### config.mk
export PLATFORM = sky130hd
export DESIGN_NAME = w_buf_wr
export DESIGN_NICKNAME = d
export VERILOG_FILES = /design/src/rtl/w_buf_wr.sv
export SDC_FILE = /design/constraint.sdc
export NUM_CORES = 1
export LEC_CHECK = 0
export CAP_MARGIN = 20
export CORE_MARGIN = 2
export CORE_UTILIZATION = 45
export DETAILED_ROUTE_END_ITERATION = 16
export GPL_TIMING_DRIVEN = 0
export PLACE_DENSITY = 0.79
export SLEW_MARGIN = 20
export SYNTH_ARGS = -nofsm -noshare
export SYNTH_HDL_FRONTEND = slang
export SYNTH_SLANG_ARGS = --single-unit
### constraint.sdc
create_clock -name clk -period 4.69 [get_ports clk]
set_input_delay 0.938 -clock clk [delete_from_list [all_inputs] [get_ports clk]]
set_output_delay 0.938 -clock clk [all_outputs]
set_load 0.02 [all_outputs]
### src/rtl/w_buf_wr.sv
// w_buf_wr: write-side loader for the weight buffer.
//
// Accepts WIDTH-bit words over a valid/ready stream and packs COL consecutive
// words into one row. The first word of a row lands in the top lane. One
// row-wide write is issued per row at addresses 0..DEPTH-1. After the last
// row, the loader sits in DONE until the next start.
//
// Optional feature: define W_BUF_WR_CHECKSUM_EN to add checksum_o. This output
// is the modulo-2^WIDTH sum of every word accepted since the last start.
//
// Ports:
//   clk         in   clock, rising edge
//   rst_i       in   asynchronous active-low reset
//   start_i     in   begin a load; sampled only in IDLE or DONE
//   s_valid_i   in   stream word valid
//   s_data_i    in   stream word
//   s_ready_o   out  loader can accept a word (FILL)
//   wr_en_o     out  one-cycle row write strobe
//   wr_addr_o   out  row address, held outside WRITE
//   wr_data_o   out  packed row, held outside WRITE
//   busy_o      out  load in progress (FILL or WRITE)
//   done_o      out  all rows written; held until next start or reset
//   checksum_o  out  running word sum (only with W_BUF_WR_CHECKSUM_EN)
module w_buf_wr #(
  parameter int unsigned WIDTH      = 32,
  parameter int unsigned DEPTH      = 16,
  parameter int unsigned COL        = 10,
  // Clamped to 1 so that degenerate DEPTH=1 / COL=1 builds keep legal vectors.
  parameter int unsigned ADDR_WIDTH = (DEPTH > 1) ? $clog2(DEPTH) : 1,
  parameter int unsigned CNT_WIDTH  = (COL > 1) ? $clog2(COL) : 1
) (
  input  logic                   clk,
  input  logic                   rst_i,
  input  logic                   start_i,
  input  logic                   s_valid_i,
  input  logic [WIDTH-1:0]       s_data_i,
  output logic                   s_ready_o,
  output logic                   wr_en_o,
  output logic [ADDR_WIDTH-1:0]  wr_addr_o,
  output logic [WIDTH*COL-1:0]   wr_data_o,
  output logic                   busy_o,
`ifdef W_BUF_WR_CHECKSUM_EN
  output logic [WIDTH-1:0]       checksum_o,
`endif
  output logic                   done_o
);

  localparam logic [CNT_WIDTH-1:0]  LastCnt  = CNT_WIDTH'(COL - 1);
  localparam logic [CNT_WIDTH-1:0]  CntOne   = CNT_WIDTH'(1);
  localparam logic [ADDR_WIDTH-1:0] LastAddr = ADDR_WIDTH'(DEPTH - 1);
  localparam logic [ADDR_WIDTH-1:0] AddrOne  = ADDR_WIDTH'(1);

  typedef enum logic [1:0] {StIdle, StFill, StWrite, StDone} state_e;

  state_e                  state_q, state_d;
  logic [CNT_WIDTH-1:0]    word_cnt_q, word_cnt_d;
  logic [ADDR_WIDTH-1:0]   row_addr_q, row_addr_d;
  logic [WIDTH*COL-1:0]    row_q, row_d;
  logic [ADDR_WIDTH-1:0]   wr_addr_q, wr_addr_d;
  logic [WIDTH*COL-1:0]    wr_data_q, wr_data_d;
  logic                    hs;
  logic                    load_start;
  int unsigned             lane;

  // Ready is pure state decode, so the handshake only needs valid plus state.
  assign hs         = s_valid_i && (state_q == StFill);
  assign load_start = start_i && ((state_q == StIdle) || (state_q == StDone));
  assign lane       = COL - 1 - 32'(word_cnt_q);

  always_comb begin
    state_d    = state_q;
    word_cnt_d = word_cnt_q;
    row_addr_d = row_addr_q;
    row_d      = row_q;
    wr_addr_d  = wr_addr_q;
    wr_data_d  = wr_data_q;
    unique case (state_q)
      StIdle, StDone: begin
        if (start_i) begin
          state_d    = StFill;
          row_addr_d = '0;
          word_cnt_d = '0;
        end
      end
      StFill: begin
        if (hs) begin
          row_d[lane*WIDTH +: WIDTH] = s_data_i;
          if (word_cnt_q == LastCnt) begin
            word_cnt_d = '0;
            state_d    = StWrite;
            // Capture the completed row so the write port holds it afterwards.
            wr_data_d  = row_d;
            wr_addr_d  = row_addr_q;
          end else begin
            word_cnt_d = word_cnt_q + CntOne;
          end
        end
      end
      StWrite: begin
        row_d = '0;
        if (row_addr_q == LastAddr) begin
          state_d = StDone;
        end else begin
          row_addr_d = row_addr_q + AddrOne;
          state_d    = StFill;
        end
      end
      default: state_d = StIdle;
    endcase
  end

  always_ff @(posedge clk or negedge rst_i) begin
    if (!rst_i) begin
      state_q    <= StIdle;
      word_cnt_q <= '0;
      row_addr_q <= '0;
      row_q      <= '0;
      wr_addr_q  <= '0;
      wr_data_q  <= '0;
    end else begin
      state_q    <= state_d;
      word_cnt_q <= word_cnt_d;
      row_addr_q <= row_addr_d;
      row_q      <= row_d;
      wr_addr_q  <= wr_addr_d;
      wr_data_q  <= wr_data_d;
    end
  end

`ifdef W_BUF_WR_CHECKSUM_EN
  logic [WIDTH-1:0] csum_q, csum_d;

  always_comb begin
    csum_d = csum_q;
    if (load_start) begin
      csum_d = '0;
    end else if (hs) begin
      csum_d = csum_q + s_data_i;
    end
  end

  always_ff @(posedge clk or negedge rst_i) begin
    if (!rst_i) begin
      csum_q <= '0;
    end else begin
      csum_q <= csum_d;
    end
  end

  assign checksum_o = csum_q;
`else
  logic unused_load_start;
  assign unused_load_start = load_start;
`endif

  assign s_ready_o = (state_q == StFill);
  assign wr_en_o   = (state_q == StWrite);
  assign busy_o    = (state_q == StFill) || (state_q == StWrite);
  assign done_o    = (state_q == StDone);
  assign wr_addr_o = wr_addr_q;
  assign wr_data_o = wr_data_q;

endmodule

==> run summary, run 1 <==
fin crit share -> 94.2%
dpl cells -> 3497
DRT Wirelength -> 81.5 mm
FF/Latch Area -> 16400 um^2
DR DRC count -> 0
# rows -> 88
Clk network pwr share -> 35.0%
num ports -> 364
Clock Tree Root -> clkbuf_16
Hold WS -> 0.229 ns
RR Startpoint -> word_cnt_q[1]$_DFFE_PN0P_
reg2reg setup slack -> 0.27 ns
ys flop type -> dfrtp_1
critical path class -> reg2reg
count leader, synth -> nand2_1
global-route wire length before repair -> 125 mm
R2R depth -> 12
Post-Syn Area -> 26300 um^2
PostCTS Resize Cnt -> 0
diode count -> 0
Seq/Total Area, Yosys -> 62.2%
die height -> 246 um
CP arrival -> 4.87 ns
clock latency on the worst-skew pair -> 0.61 ns
routed length per instance -> 22.6 um
share of post-route cells with drive strength above 1 -> 6.67%
flops & latches, synth -> 654
Fill cells -> 4731
pwr dens -> 483 nW/um^2
post-route antenna net violation count -> 0
hold crit path type -> in2async
pin slew with the least headroom to its limit -> 1.10 ns
clock sinks -> 654
Post-Syn Nets -> 2417
grt ovf -> 0
status -> complete, no violations
Vias -> 20391
cells taking the most area after synthesis -> dfrtp_1 62%, nand2_1 9.4%, a22o_1 5.8%
Sequential Power Share -> 40.9%
Slew headroom -> 26.6%
Layout Cells excl Fill -> 3612
Setup-failing EPs final -> 0
max-cap violations -> 0
Mean Syn Cell Area -> 11.1 um^2
TritonCTS clock tree -> done
Setup TNS -> 0 ns
Initial Utilization -> 45.5%
overall routing resource usage -> 26.9%
crit-path max FO -> 10
largest net degree at the start of global routing -> 104
detailed router's first-iteration violation count -> 1653
Yosys warning count -> 0
ys async rst share -> 100%
sw frac -> 31.7%
crit path launch type -> flop
vias in the first global route -> 21148
RSZ-0062 raised after global routing -> false
Cells after Synth -> 2363
Final Hold Viols -> 0
Max Fclk -> 0.226 GHz
Period minus WS final -> 4.42 ns
Pre-antenna DRT Iters -> 5
Core Area -> 57800 um^2
EDFF count, synth -> 0
Post-DP HPWL -> 59.0 mm
worst path required time -> 5.14 ns
clock-pin slew on the worst setup and hold paths -> 0.07 ns
Synth top area share -> 62.2%
Post-synth top cells -> 659 x nand2_1, 654 x dfrtp_1, 173 x a22o_1
Final Slew Violations -> 0
VDD IR-drop max -> 0.283 mV
P_int -> 11000 uW
setup bufs post-CTS -> 0
Die Area -> 60400 um^2
area of the multi-input gates -> 8970 um^2
CTS H-tree lvls -> 3
Via density -> 5.65
area delta synth->final -> 26.9%
# port buffers -> 362
dominant cell type by area after synthesis -> dfrtp_1
post-synth cell types -> 54
switching pwr -> 5120 uW
Nets -> 2855
Critical Path End Type -> flop
cts bufs inserted -> 67
antenna violations before repair -> 0
combinational share of power -> 24.2%
Lkg Pwr -> 0.0160 uW
gpl congestion -> 0.873
Longest Clk Path Bufs -> 3
Die Wd -> 246 um
RR Endpoint -> row_q[173]$_DFFE_PN0P_
CTS hold repair buffers -> 0
Fin Clk Skew -> 0.0275 ns
[power groups by stage]
| stage | Combinational (uW) | Clock (uW) | Sequential, uW |
|---|---|---|---|
| 2_1_floorplan | 2460 | 0 | 6660 |
| 3_3_place_gp | 3710 | 0 | 6660 |
| 3_5_place_dp | 3860 | 0 | 6660 |
| 4_1_cts | 3890 | 5680 | 6570 |
| 5_1_grt | 4180 | 5910 | 6640 |
| 6_report | 3900 | 5640 | 6590 |
[cells in the final DEF, fill, tap and decap left out, drive strengths merged, types with 5 or more instances in the layout]
master,netlist,routed
nor4,7,7
nand3,6,6
nor3,37,37
clkinv,0,5
nand2,659,659
inv,15,17
nor2,77,77
o2111ai,6,6
clkdlybuf4s50,0,361
clkbuf,132,229
mux2i,129,129
nand4,6,6
bufinv,0,7
o21ai,141,141
dfrtp,654,654
o2bb2ai,148,148
a21o,38,38
buf,66,74
ha,18,18
a21oi,8,8
a22o,173,173
[logic make-up after synthesis]
| family | count (synthesis) | synth area share (%) |
|---|---|---|
| adder cells (fa/ha/maj) | 18 | 0.856 |
| buffers and inverters | 213 | 3.71 |
| AND/OR/NAND/NOR | 813 | 12.4 |
| multiplexers | 130 | 4.95 |
| XOR/XNOR | 6 | 0.257 |
| AO/OA/AOI/OAI | 529 | 15.6 |
| flip-flops | 654 | 62.2 |
[worst max-delay path: stages, from the launching register on]
cell	delay, ns
dfrtp_1	0.42
o21ai_0	0.79
inv_1	0.17
or3_1	0.43
inv_1	0.07
ha_1	0.30
nor4b_4	0.37
and4b_1	0.26
buf_4	0.22
o2111ai_1	0.42
a21o_1	0.40
buf_2	0.24
o2bb2ai_1	0.16
[area by class of cell]
class	instances	share of cell area (%)
sequential	654	49.0
multi-input combinational	1496	26.9
timing repair buffer	369	11.4
clock buffer	97	6.06
tap	765	2.87
buffer	198	2.76
clock inverter	18	0.847
inverter	15	0.169
[state kept, by name (all words and copies together) (netlist names)]
register,flops
row_addr_q,4
row_q,320
state_q,2
word_cnt_q,4
wr_addr_o,4
wr_data_o,320
[how the worst max path moves through the flow]
stage,startpoint,end
after global placement,rst_i,row_q[241]$_DFFE_PN0P_
after floorplan,word_cnt_q[1]$_DFFE_PN0P_,row_q[256]$_DFFE_PN0P_
after global routing,word_cnt_q[1]$_DFFE_PN0P_,row_q[173]$_DFFE_PN0P_
after CTS,word_cnt_q[1]$_DFFE_PN0P_,row_q[173]$_DFFE_PN0P_
after detailed placement,word_cnt_q[1]$_DFFE_PN0P_,row_q[173]$_DFFE_PN0P_
final,word_cnt_q[1]$_DFFE_PN0P_,row_q[173]$_DFFE_PN0P_
[metal layers]
| layer | up-vias | share of wire [%] | GRT usage [%] |
|---|---|---|---|
| met5 | - | 0 | 0 |
| met4 | 0 | 2.5 | 8.18 |
| met3 | 126 | 7.8 | 5.92 |
| met2 | 829 | 48 | 45.0 |
| met1 | 10407 | 41 | 35.2 |
| li1 | 9029 | - | - |
[metrics by stage]
step	cell area, um^2	total power [uW]	util [%]	setup slack [ns]
3_3_place_gp	30900	10400	53.5	-24.75
2_1_floorplan	26300	9120	-	1.24
4_1_cts	33400	16100	57.8	0.324
5_1_grt	33400	16700	57.8	0.0249
6_report	33400	16100	57.8	0.272
3_5_place_dp	31100	10500	53.8	0.341
No activity file was read; power rests on OpenSTA's default activity.
==> run 2: changes to the inputs <==
- REMOVE_ABC_BUFFERS: unset -> 1
==> run 2 against run 1 <==
Net effect:
- clock-buffer cell count is the same
- core utilization grew 1.3 points
- final cell count shrank 3.1%
- wire length shrank 2.7%
- first-iteration DRC count grew 15%
- final area grew 2.2%
- clock skew shrank 0.0077 ns
- register-to-register slack lost 0.08 ns
- critical endpoint is now row_q[76]$_DFFE_PN0P_
==> run summary, run 2 (synthesized netlist as in run 1, its figures left out) <==
RR Startpoint -> word_cnt_q[1]$_DFFE_PN0P_ (unchanged)
commonest cells after routing, fill and taps aside -> 659 x nand2_1, 654 x dfrtp_1, 362 x clkdlybuf4s50_1, 173 x a22o_1, 148 x o2bb2ai_1 (was 659 x nand2_1, 654 x dfrtp_1, 361 x clkdlybuf4s50_1, 173 x a22o_1, 148 x o2bb2ai_1)
Post-DP HPWL -> 53.3 mm (was 59.0 mm)
share of post-route cells with drive strength above 1 -> 8.63% (was 6.67%)
status -> complete, no violations (unchanged)
# port buffers -> 363 (was 362)
Final Hold Viols -> 0 (unchanged)
Fin Clk Skew -> 0.0198 ns (was 0.0275 ns)
Slew headroom -> 41.1% (was 26.6%)
# rows -> 88 (unchanged)
Initial Utilization -> 45.5% (unchanged)
detailed router's first-iteration violation count -> 1903 (was 1653)
Clock Tree Root -> clkbuf_16 (unchanged)
Die Wd -> 246 um (unchanged)
hold crit path type -> in2async (unchanged)
pin slew with the least headroom to its limit -> 0.882 ns (was 1.10 ns)
final instance area -> 34100 um^2 (was 33400 um^2)
post-route antenna net violation count -> 0 (unchanged)
R2R depth -> 12 (unchanged)
largest net degree at the start of global routing -> 101 (was 104)
leading cell type in the layout, fill and taps excluded -> nand2_1 (unchanged)
clock latency on the worst-skew pair -> 0.61 ns (about the same)
num ports -> 364 (unchanged)
gpl congestion -> 0.827 (was 0.873)
TritonCTS clock tree -> done (unchanged)
overall routing resource usage -> 26.2% (was 26.9%)
DRT Wirelength -> 79.3 mm (was 81.5 mm)
Core Area -> 57800 um^2 (unchanged)
clock sinks -> 654 (unchanged)
VDD IR-drop max -> 0.424 mV (was 0.283 mV)
Setup TNS -> 0 ns (unchanged)
vias in the first global route -> 20680 (was 21148)
crit-path max FO -> 18 (was 10)
pwr dens -> 492 nW/um^2 (was 483 nW/um^2)
grt ovf -> 0 (unchanged)
Lkg Pwr -> 0.0163 uW (was 0.0160 uW)
critical path class -> reg2reg (unchanged)
crit path launch type -> flop (unchanged)
worst path required time -> 5.17 ns (was 5.14 ns)
Die Area -> 60400 um^2 (unchanged)
Post-DP Area -> 31700 um^2 (was 31100 um^2)
DR DRC count -> 0 (unchanged)
Fill cells -> 4471 (was 4731)
Pre-antenna DRT Iters -> 7 (was 5)
Critical Path End Type -> flop (unchanged)
fin crit share -> 95.8% (was 94.2%)
crit path launch -> word_cnt_q[1]$_DFFE_PN0P_ (unchanged)
CTS H-tree lvls -> 3 (unchanged)
global-route wire length before repair -> 122 mm (was 125 mm)
area delta synth->final -> 29.7% (was 26.9%)
clock-pin slew on the worst setup and hold paths -> 0.06 ns (was 0.07 ns)
Nets -> 2735 (was 2855)
RSZ-0062 raised after global routing -> false (unchanged)
Setup-failing EPs final -> 0 (unchanged)
die height -> 246 um (unchanged)
Via density -> 5.80 (was 5.65)
CTS hold repair buffers -> 0 (unchanged)
cts bufs inserted -> 69 (was 67)
Util after Layout -> 59.0% (was 57.8%)
antenna violations before repair -> 2 (was 0)
Period minus WS final -> 4.49 ns (was 4.42 ns)
routed length per instance -> 22.6 um (about the same)
Vias -> 20316 (was 20391)
CP arrival -> 4.97 ns (was 4.87 ns)
Longest Clk Path Bufs -> 3 (unchanged)
max-cap violations -> 0 (unchanged)
Final Slew Violations -> 0 (unchanged)
Max Fclk -> 0.222 GHz (was 0.226 GHz)
==> run 2: cell count changes in the layout (fill, tap and decap cells not counted), sizes merged <==
cell,change
clkdlybuf4s50,+1
clkinv,+11
clkbuf,-132
o2111a,+2
diode,+2
buf,+7
inv,+3
bufinv,-3
clkinvlp,-2
==> run 2: worst paths after layout <==
kind,endpoint,slack (ns)
setup / recovery,row_q[76]$_DFFE_PN0P_,0.20
hold / removal,wr_data_o[303]$_DFFE_PN0P_,0.33
setup reg to reg,row_q[76]$_DFFE_PN0P_,0.20
hold reg to reg,wr_data_o[170]$_DFFE_PN0P_,0.46
max in group asynchronous,row_q[89]$_DFFE_PN0P_,2.74
min in group clk,wr_data_o[170]$_DFFE_PN0P_,0.46
==> run 2: routing by layer <==
metal  part of all wire, %  track usage [%]  vias to the layer above  routed length (um)
met5                     0                0                        -                   0
met4                   4.1             11.8                        0                3220
met3                   6.5             4.03                      177                5120
li1                      -                -                     8791                   -
met2                    49             42.6                      869               38500
met1                    41             34.9                    10479               32400
==> run 2: repair_timing <==
action / in CTS / in global routing
hold endpoints to repair: 0 / 0
setup endpoints to repair: 212 / 152
gates resized for setup: 4 / 5
setup buffers: 0 / 5
gates cloned: 2 / 0
pin swaps: 0 / 3
==> run 2: critical path, cell delays in order, from the launching register on <==
cell       delay [ns]
dfrtp_1          0.40
inv_1            0.12
ha_1             0.20
ha_1             0.44
nor3b_1          0.45
nand2_1          0.12
ha_1             0.38
nor4b_4          0.33
and4b_4          0.53
o2111ai_4        0.44
a21o_4           0.50
buf_16           0.20
a22o_1           0.24
==> run 2: where the power goes <==
group / total (uW) / switching (uW) / internal, uW
clock: 5580 / 2340 / 3240
sequential: 6600 / 389 / 6210
combinational: 4610 / 2910 / 1700
==> run 2: area by class of cell <==
cell class	count	area [um^2]	share of cell area, %
antenna	2	5.00	0.0147
clock buffer	97	2000	5.87
clock inverter	27	327	0.957
inverter	15	56.3	0.165
multi-input combinational	1498	9220	27.0
sequential	654	16400	48.0
tap	765	957	2.80
timing repair buffer	443	5190	15.2
==> run 2: per-stage QoR <==
stage,instances,hold WS (ns),worst slack (ns),total power [uW]
final,3501,0.325,0.195,16800
after global routing,3501,0.359,0.0171,17400
after CTS,3494,0.315,0.0171,16800
after detailed placement,3368,0.450,-0.508,11100
after global placement,3293,0.453,-24.93,10300
after floorplan,2165,0.439,-9.66,8870
